File: src/rtl/fb_scanout.sv
// Frame buffer read-out: scans a 320x240 buffer with pixel doubling
// and drives 640x480@60 VGA timing with a 2-tick output pipeline.
module fb_scanout #(
    parameter int H_VIS  = 640,
    parameter int H_FP   = 16,
    parameter int H_SYNC = 96,
    parameter int H_BP   = 48,
    parameter int V_VIS  = 480,
    parameter int V_FP   = 10,
    parameter int V_SYNC = 2,
    parameter int V_BP   = 33,
    parameter int FB_W   = 320
) (
    input  logic        clk,
    input  logic        rst,
    input  logic        pix_en,
    input  logic        en,
    output logic [16:0] fb_rd_addr,
    input  logic [23:0] fb_rd_data,
    output logic [23:0] rgb,
    output logic        hsync,
    output logic        vsync,
    output logic        blank,
    output logic        vblank_pulse
);

    localparam int H_TOT    = H_VIS + H_FP + H_SYNC + H_BP;
    localparam int V_TOT    = V_VIS + V_FP + V_SYNC + V_BP;
    localparam int HS_START = H_VIS + H_FP;
    localparam int HS_END   = HS_START + H_SYNC;
    localparam int VS_START = V_VIS + V_FP;
    localparam int VS_END   = VS_START + V_SYNC;

    logic [9:0]  h;
    logic [9:0]  v;
    logic [16:0] line_base;
    logic        vis0;
    logic        hs0;
    logic        vs0;
    logic        h_last;
    logic        v_last;
    logic        vis1;
    logic        hs1;
    logic        vs1;

    always_comb begin
        vis0   = (h < 10'(H_VIS)) && (v < 10'(V_VIS));
        hs0    = !((h >= 10'(HS_START)) && (h < 10'(HS_END)));
        vs0    = !((v >= 10'(VS_START)) && (v < 10'(VS_END)));
        h_last = (h == 10'(H_TOT - 1));
        v_last = (v == 10'(V_TOT - 1));
    end

    always_ff @(posedge clk) begin
        if (rst || !en) begin
            h            <= '0;
            v            <= '0;
            line_base    <= '0;
            fb_rd_addr   <= '0;
            vis1         <= 1'b0;
            hs1          <= 1'b1;
            vs1          <= 1'b1;
            rgb          <= '0;
            hsync        <= 1'b1;
            vsync        <= 1'b1;
            blank        <= 1'b1;
            vblank_pulse <= 1'b0;
        end else begin
            vblank_pulse <= 1'b0;
            if (pix_en) begin
                if (h_last) begin
                    h <= '0;
                    if (v_last) begin
                        v         <= '0;
                        line_base <= '0;
                    end else begin
                        v <= v + 10'd1;
                        // odd line done: the next pair of lines reads the next row
                        if (v[0])
                            line_base <= line_base + 17'(FB_W);
                    end
                end else begin
                    h <= h + 10'd1;
                end
                if (vis0)
                    fb_rd_addr <= line_base + {8'd0, h[9:1]};
                vis1         <= vis0;
                hs1          <= hs0;
                vs1          <= vs0;
                rgb          <= vis1 ? fb_rd_data : 24'd0;
                hsync        <= hs1;
                vsync        <= vs1;
                blank        <= !vis1;
                vblank_pulse <= h_last && (v == 10'(V_VIS - 1));
            end
        end
    end

endmodule
File: config.mk
export PLATFORM = sky130hd
export DESIGN_NAME = fb_scanout
export DESIGN_NICKNAME = d
export VERILOG_FILES = /design/src/rtl/fb_scanout.sv
export SDC_FILE = /design/constraint.sdc
export NUM_CORES = 1
export LEC_CHECK = 0
export BUFFER_PORTS_ARGS = -buffer_cell sky130_fd_sc_hd__buf_2
export CORE_AREA = 2 2 89 91
export CTS_CLUSTER_DIAMETER = 150
export DETAILED_ROUTE_END_ITERATION = 6
export DIE_AREA = 0 0 91 93
export HOLD_SLACK_MARGIN = 0.1
export PLACE_DENSITY = 0.74
export SYNTH_ARGS = -nofsm -noshare
export SYNTH_HDL_FRONTEND = slang
export SYNTH_SLANG_ARGS = --single-unit
File: constraint.sdc
create_clock -name clk -period 1.8 [get_ports clk]
set_clock_uncertainty 0.05 [all_clocks]
set_input_delay 0 -clock clk [delete_from_list [all_inputs] [get_ports clk]]
set_output_delay 0 -clock clk [all_outputs]
set_load 0.005 [all_outputs]
==> impl_metrics.ini, run 1 <==
[timing]
hold_violations = 0
timing.final.max_slew_violations = 0
relative_max_transition_margin = 0.7378
tightestPinTransition_ps = 393.4
final.period_utilization = 1.003
timing.final.ws_setup_ps = -5.714
finalSetupTns_ps = -5.714
finalCriticalPeriod_ps = 1806
final-setup-viol-count = 1
grt_setup_unrepaired = true
maxClockFrequency_ghz = 0.5538

[critical_path]
critical_path.reg2reg.startpoint = v[1]
critical_path_rt_ps = 2060
cp-end-kind = flop
worstPathMaxFanout = 7
cp-startpoint = v[1]
worst-setup-path-type = flop to flop
cp.arrival_ps = 2060
start_kind = flop

[detailed_routing]
wl_per_cell_um = 15.36
wirelength_um = 10150
drtIter0Drc = 191
dr_total_vias = 3599
detail_route.drc_violations = 0
post_drt_via_cell_ratio = 5.445
antenna_violation_net_count_after_detailed_routing = 0
drtPass1Iterations = 7

[worst_hold_path]
timing.hold.worst.start = pix_en
worst_hold_path_type = input port to flop

[place]
gp_congestion = 0.7788
post-dp-hpwl_um = 5993
port_buffers = 72

[yosys]
asyncSetResetFlopFracSynth = 0
synth_largest_type_area_fraction = 0.4371
cell_types_with_the_largest_area_share_after_synthesis = sky130_fd_sc_hd__dfxtp_1 (44%), sky130_fd_sc_hd__a21oi_1 (6.9%), sky130_fd_sc_hd__nor2_1 (4.5%)
synth.yosys.warnings = 0
synth_top_area_cell = sky130_fd_sc_hd__dfxtp_1
seq_area_frac_synth = 0.4371
ys.flop_type = sky130_fd_sc_hd__dfxtp_1
synth_cell_types = 53
synth_enable_flop_cells = 0
postSynthAreaPerCell_um2 = 8.783
yosys_register_bits = 79
postSynthCellCount = 412
syn_nets = 448
synth.cell_area_um2 = 3618

[final_layout]
drive_above_1_share = 0.3488
storage_element_area_um2 = 1597
antennaDiodeCount = 0
layout.core_utilization = 0.6799
synthToLayoutAreaGrowth_pct = 41.42
filler_cell_count = 594
num-nets-final = 590
multi_input_comb_area_um2 = 2046

[power_and_ir_drop]
p_total_w = 0.003369
power_density_nw_per_um2 = 658.2
vdd_drop_max_v = 0.0007007
cellLeakagePower_nw = 2.052

[floorplan]
core-area_um2 = 7527
die_height_um = 93
initial_utilization = 0.4807
placementRows = 32
die_area_um2 = 8463
io_pins = 73
floorplan.die.width_um = 91

[clock_network]
clock-sinks = 79
clock_tree.htree_level_count = 3
root_buffer = sky130_fd_sc_hd__clkbuf_8
cts.clk_slew.worst_paths_ps = 90
worst_skew_pair.late_latency_ps = 360
cts_buffers = 9
cts_tree = yes
cts_max_path_buffers = 2

[global_routing]
overflow = 0
grt_max_degree = 38
first_pass_grt_wire_length_um = 16680
first_global_vias = 3540
initial_antenna_violation_count = 0
grt_use_total = 0.2429

[outcome]
violated_checks = setup timing
status = finished with violations

[flow_run]
maxCapViolations = 0
## synthesized netlist by cell type (3+ instances only)
master and instances:
sky130_fd_sc_hd__dfxtp_1 79, sky130_fd_sc_hd__a21oi_1 50, sky130_fd_sc_hd__nor2_1 43, sky130_fd_sc_hd__nand2_1 28
sky130_fd_sc_hd__nor2b_1 25, sky130_fd_sc_hd__clkbuf_1 19, sky130_fd_sc_hd__o21ai_0 17, sky130_fd_sc_hd__nand3_1 13
sky130_fd_sc_hd__xor2_1 12, sky130_fd_sc_hd__nand4_1 11, sky130_fd_sc_hd__o31ai_1 9, sky130_fd_sc_hd__ha_1 8
sky130_fd_sc_hd__buf_2 7, sky130_fd_sc_hd__or3_1 6, sky130_fd_sc_hd__xnor2_1 6, sky130_fd_sc_hd__and3_1 5
sky130_fd_sc_hd__and4_1 5, sky130_fd_sc_hd__or4_1 5, sky130_fd_sc_hd__a21oi_2 4, sky130_fd_sc_hd__a31oi_1 4
sky130_fd_sc_hd__inv_1 4, sky130_fd_sc_hd__mux2i_1 4, sky130_fd_sc_hd__nand2b_1 4, sky130_fd_sc_hd__o41ai_1 4
sky130_fd_sc_hd__or4_4 4, sky130_fd_sc_hd__a21o_1 3, sky130_fd_sc_hd__nand3b_1 3, sky130_fd_sc_hd__nor3_1 3
## metrics by stage
step	instances	worst slack [ps]	hold WS [ps]	instance area, um2
detailed placement	598	-46.04	188.7	4312
CTS	654	-2.134	208.8	4955
global route	661	-38.15	236.6	5117
finish	661	-5.714	212.1	5117
floorplan	412	-60.23	89.14	3640
global placement	598	16.95	172.7	4312
## final cells by class
cell class | count | share of cell area
Multi-Input combinational cell | 301 | 0.3998
Clock inverter | 6 | 0.01345
Tap cell | 102 | 0.02494
Timing Repair Buffer | 159 | 0.2200
Inverter | 4 | 0.002934
Clock buffer | 10 | 0.02689
Sequential cell | 79 | 0.3120
## critical path: stages, from the launching register on
cell,delay (ps)
sky130_fd_sc_hd__dfxtp_2,330
sky130_fd_sc_hd__inv_2,60
sky130_fd_sc_hd__ha_4,120
sky130_fd_sc_hd__and4bb_4,280
sky130_fd_sc_hd__a41oi_4,190
sky130_fd_sc_hd__or4_4,590
sky130_fd_sc_hd__a21oi_2,130
## routing by layer
metal	wire (um)	track usage
met5	0	0
met4	181	0.1124
met3	597	0.06044
met2	4993	0.4000
met1	4382	0.3005
## report_power, final
part	switching, W	total (W)	internal, W
clock network	0.000703	0.00139	0.000686
logic	0.000107	0.000215	0.000108
registers	0.00000727	0.00177	0.00176
total	0.000817	0.00337	0.00255
## layout by cell type (no fill, tap or decap), types with 13 or more instances in the layout
| master | instances |
|---|---|
| sky130_fd_sc_hd__buf_2 | 72 |
| sky130_fd_sc_hd__dfxtp_1 | 69 |
| sky130_fd_sc_hd__buf_4 | 51 |
| sky130_fd_sc_hd__a21oi_1 | 44 |
| sky130_fd_sc_hd__nor2_1 | 43 |
| sky130_fd_sc_hd__dlygate4sd3_1 | 32 |
| sky130_fd_sc_hd__nand2_1 | 28 |
| sky130_fd_sc_hd__nor2b_1 | 25 |
| sky130_fd_sc_hd__o21ai_0 | 17 |
| sky130_fd_sc_hd__nand3_1 | 13 |
## cell families after synthesis
group	count (synthesis)	share of synthesized area
xor+xnor	18	0.04357
compound gates	101	0.1719
simple gates	168	0.2666
flops	79	0.4371
mux	4	0.01107
fa+ha+maj	8	0.02766
buf+inv	34	0.04218
## state kept, by name, indices dropped and copies added, names as in the netlist, 10 cells and up
| name | flops |
|---|---|
| line_base | 11 |
| rgb | 24 |
| v | 10 |
| fb_rd_addr | 17 |
| h | 10 |
## worst paths after layout
path / depth (start not counted) / slack (ps) / endpoint
max reg2reg: 6 / -6 / line_base[10]
max: 6 / -6 / line_base[10]
min reg2reg: 2 / 410 / fb_rd_addr[2]
min: 4 / 210 / hs1
## what timing repair did
item	4_1_cts	5_1_grt
hold buffers	32	0
resized for setup	12	27
cloned	2	0
hold endpoints to repair	42	0
pin swaps	5	14
setup endpoints to repair	18	25
setup buffers	6	7
Power figures use the tool's default switching activity.
==> run 2: changes to the inputs <==
Settings changed: ABC_AREA set to 1, CAP_MARGIN set to 20, CORE_AREA 2 2 89 91 to 2 2 90 92, DIE_AREA 0 0 91 93 to 0 0 92 94.
==> impl_metrics.ini, run 2 <==
[worst_hold_path]
worst_hold_path_type = input port to flop

[timing]
timing.final.max_slew_violations = 0
grt_setup_unrepaired = true
hold_violations = 0
timing.final.ws_setup_ps = 130.4
finalHoldWorstSlack_ps = 120.2
tightestPinTransition_ps = 891.9
final-setup-viol-count = 0
final.period_utilization = 0.9275
finalCriticalPeriod_ps = 1670
maxClockFrequency_ghz = 0.5990
relative_max_transition_margin = 0.4048

[power_and_ir_drop]
p_int_w = 0.002658
cellLeakagePower_nw = 2.062
switching_power_w = 0.0008264
pwr-share-comb = 0.068
power_density_nw_per_um2 = 755.5
power.share.switching = 0.2372
vdd_drop_max_v = 0.0005105
power.sequential.fraction = 0.511
clock_power_share = 0.421

[critical_path]
crit_path_frequent_cell = sky130_fd_sc_hd__nand2_1
worst-setup-path-type = flop to flop
chain_of_cells_forming_the_critical_path = ha_1 > nand2_1 > nand2_1 > nand3_1 > a21oi_1 > nand2_1 > nand2_1 > nand3_1 > nand2_1 > inv_1
slowest_stage = sky130_fd_sc_hd__dfxtp_1
cp.arrival_ps = 1880
cp-end-kind = flop
critical_path_rt_ps = 2010
critical-path-max-stage-delay_ps = 370
start_kind = flop
worstPathMaxFanout = 6

[outcome]
status = complete, no violations

[yosys]
synth_largest_type_area_fraction = 0.4314
seq_area_frac_synth = 0.4314
top_post_synthesis_cells_by_count = sky130_fd_sc_hd__nand2_1 (122), sky130_fd_sc_hd__dfxtp_1 (79), sky130_fd_sc_hd__nor2_1 (62)
synth.yosys.warnings = 0
synth_enable_flop_cells = 0
postSynthCellCount = 521
postSynthAreaPerCell_um2 = 7.036
yosys_register_bits = 79
ys.flop_type = sky130_fd_sc_hd__dfxtp_1
synth_top_area_cell = sky130_fd_sc_hd__dfxtp_1
asyncSetResetFlopFracSynth = 0
synth_cell_types = 31
synth.cell_area_um2 = 3666
syn_nets = 557
cell_types_with_the_largest_area_share_after_synthesis = sky130_fd_sc_hd__dfxtp_1 (43%), sky130_fd_sc_hd__nand2_1 (12%), sky130_fd_sc_hd__a21oi_1 (7.6%)
yosys.cell_count.top_type = sky130_fd_sc_hd__nand2_1

[clock_network]
worst_skew_pair.late_latency_ps = 350
cts.clk_slew.worst_paths_ps = 80
cts_max_path_buffers = 2
cts_tree = yes
root_buffer = sky130_fd_sc_hd__clkbuf_8
clock_tree.htree_level_count = 3
clock-sinks = 79
cts_buffers = 9

[place]
port_buffers = 72
detailed_place.area_um2 = 4110
dp.cells = 679
pre_cts_ws_ps = 108.8
post-dp-hpwl_um = 6266
gp_congestion = 0.9208

[detailed_routing]
dr_total_vias = 3687
detail_route.drc_violations = 0
wirelength_um = 9351
post_drt_via_cell_ratio = 5.114
wl_per_cell_um = 12.97
drtIter0Drc = 253
antenna_violation_net_count_after_detailed_routing = 0
drtPass1Iterations = 5

[floorplan]
placementRows = 32
die_area_um2 = 8648
floorplan.die.width_um = 92
die_height_um = 94
core-area_um2 = 7607
initial_utilization = 0.4819
io_pins = 73

[final_layout]
mostFrequentLayoutCells = sky130_fd_sc_hd__nand2_1 (121), sky130_fd_sc_hd__dfxtp_1 (79), sky130_fd_sc_hd__buf_2 (72), sky130_fd_sc_hd__nor2_1 (61), sky130_fd_sc_hd__a21oi_1 (55)
reg_top3 = rgb x24, fb_rd_addr x17, line_base x11
mostFrequentLayoutCell = sky130_fd_sc_hd__nand2_1
largest_reg_flops = 24
design_area_um2 = 4612
drive_above_1_share = 0.1874
finalNonFillerCells = 721
layout.core_utilization = 0.6063
filler_cell_count = 701
antennaDiodeCount = 0
num-nets-final = 650
synthToLayoutAreaGrowth_pct = 25.80
max_flop_register = rgb

[global_routing]
grt_max_degree = 37
first_global_vias = 3471
overflow = 0
grt_use_total = 0.2247
initial_antenna_violation_count = 0
first_pass_grt_wire_length_um = 15660

[flow_run]
maxCapViolations = 0
==> run 2: metrics by stage <==
step / total power, W / setup TNS [ps]
after floorplan: 0.001929 / 0
after global placement: 0.002005 / 0
after detailed placement: 0.002008 / 0
after CTS: 0.003494 / 0
after global routing: 0.003617 / -23.04
final: 0.003484 / 0
==> run 2: power by group through the flow <==
stage                     logic (W)  clock network, W  registers [W]
final                      0.000236           0.00147        0.00178
after global routing       0.000260           0.00157        0.00178
after CTS                  0.000230           0.00148        0.00178
after detailed placement   0.000186                 0        0.00182
after global placement     0.000184                 0        0.00182
after floorplan            0.000108                 0        0.00182
==> run 2: final timing paths <==
path            from             end  cells after the start  slack (ps)
max             h[8]  fb_rd_addr[16]                     10         130
min               en           hsync                      5         120
max reg2reg     h[8]  fb_rd_addr[16]                     10         130
min reg2reg  rgb[23]         rgb[23]                      2         420
==> run 2: timing repair <==
action	CTS	global route
setup buffers	0	0
gates resized for setup	0	7
endpoints found under the hold margin	33	0
hold buffers	26	0
endpoints found under the setup margin	0	15
==> run 2: kinds of logic after synthesis <==
logic type,Yosys count,synth area share
compound gates,84,0.1184
xor+xnor,8,0.01911
fa+ha+maj,8,0.02730
buf+inv,77,0.08703
flops,79,0.4314
simple gates,265,0.3167
==> run 2: per-layer routing <==
layer  wire length (um)  up-vias  GRT usage
met2               4554      100     0.3707
met5                  0        -          0
met1               4145     1692     0.2820
met3                363       26    0.03933
li1                   -     1869          -
met4                287        0     0.1169
==> run 2: layout make-up <==
class	count	area [um2]	share of cell area
timing repair buffer	107	704.4	0.1527
inverter	52	197.7	0.04287
clock inverter	7	97.59	0.02116
multi-input combinational	365	1779	0.3858
clock buffer	9	123.9	0.02686
sequential	79	1582	0.3429
tap	102	127.6	0.02767
==> run 2: worst max-delay path, delay by kind of cell, from the launching register on <==
| family | cells | cell delay, ps |
|---|---|---|
| simple gates | 7 | 530 |
| flops | 1 | 370 |
| fa+ha+maj | 1 | 330 |
| compound gates | 1 | 270 |
| buf+inv | 1 | 30 |
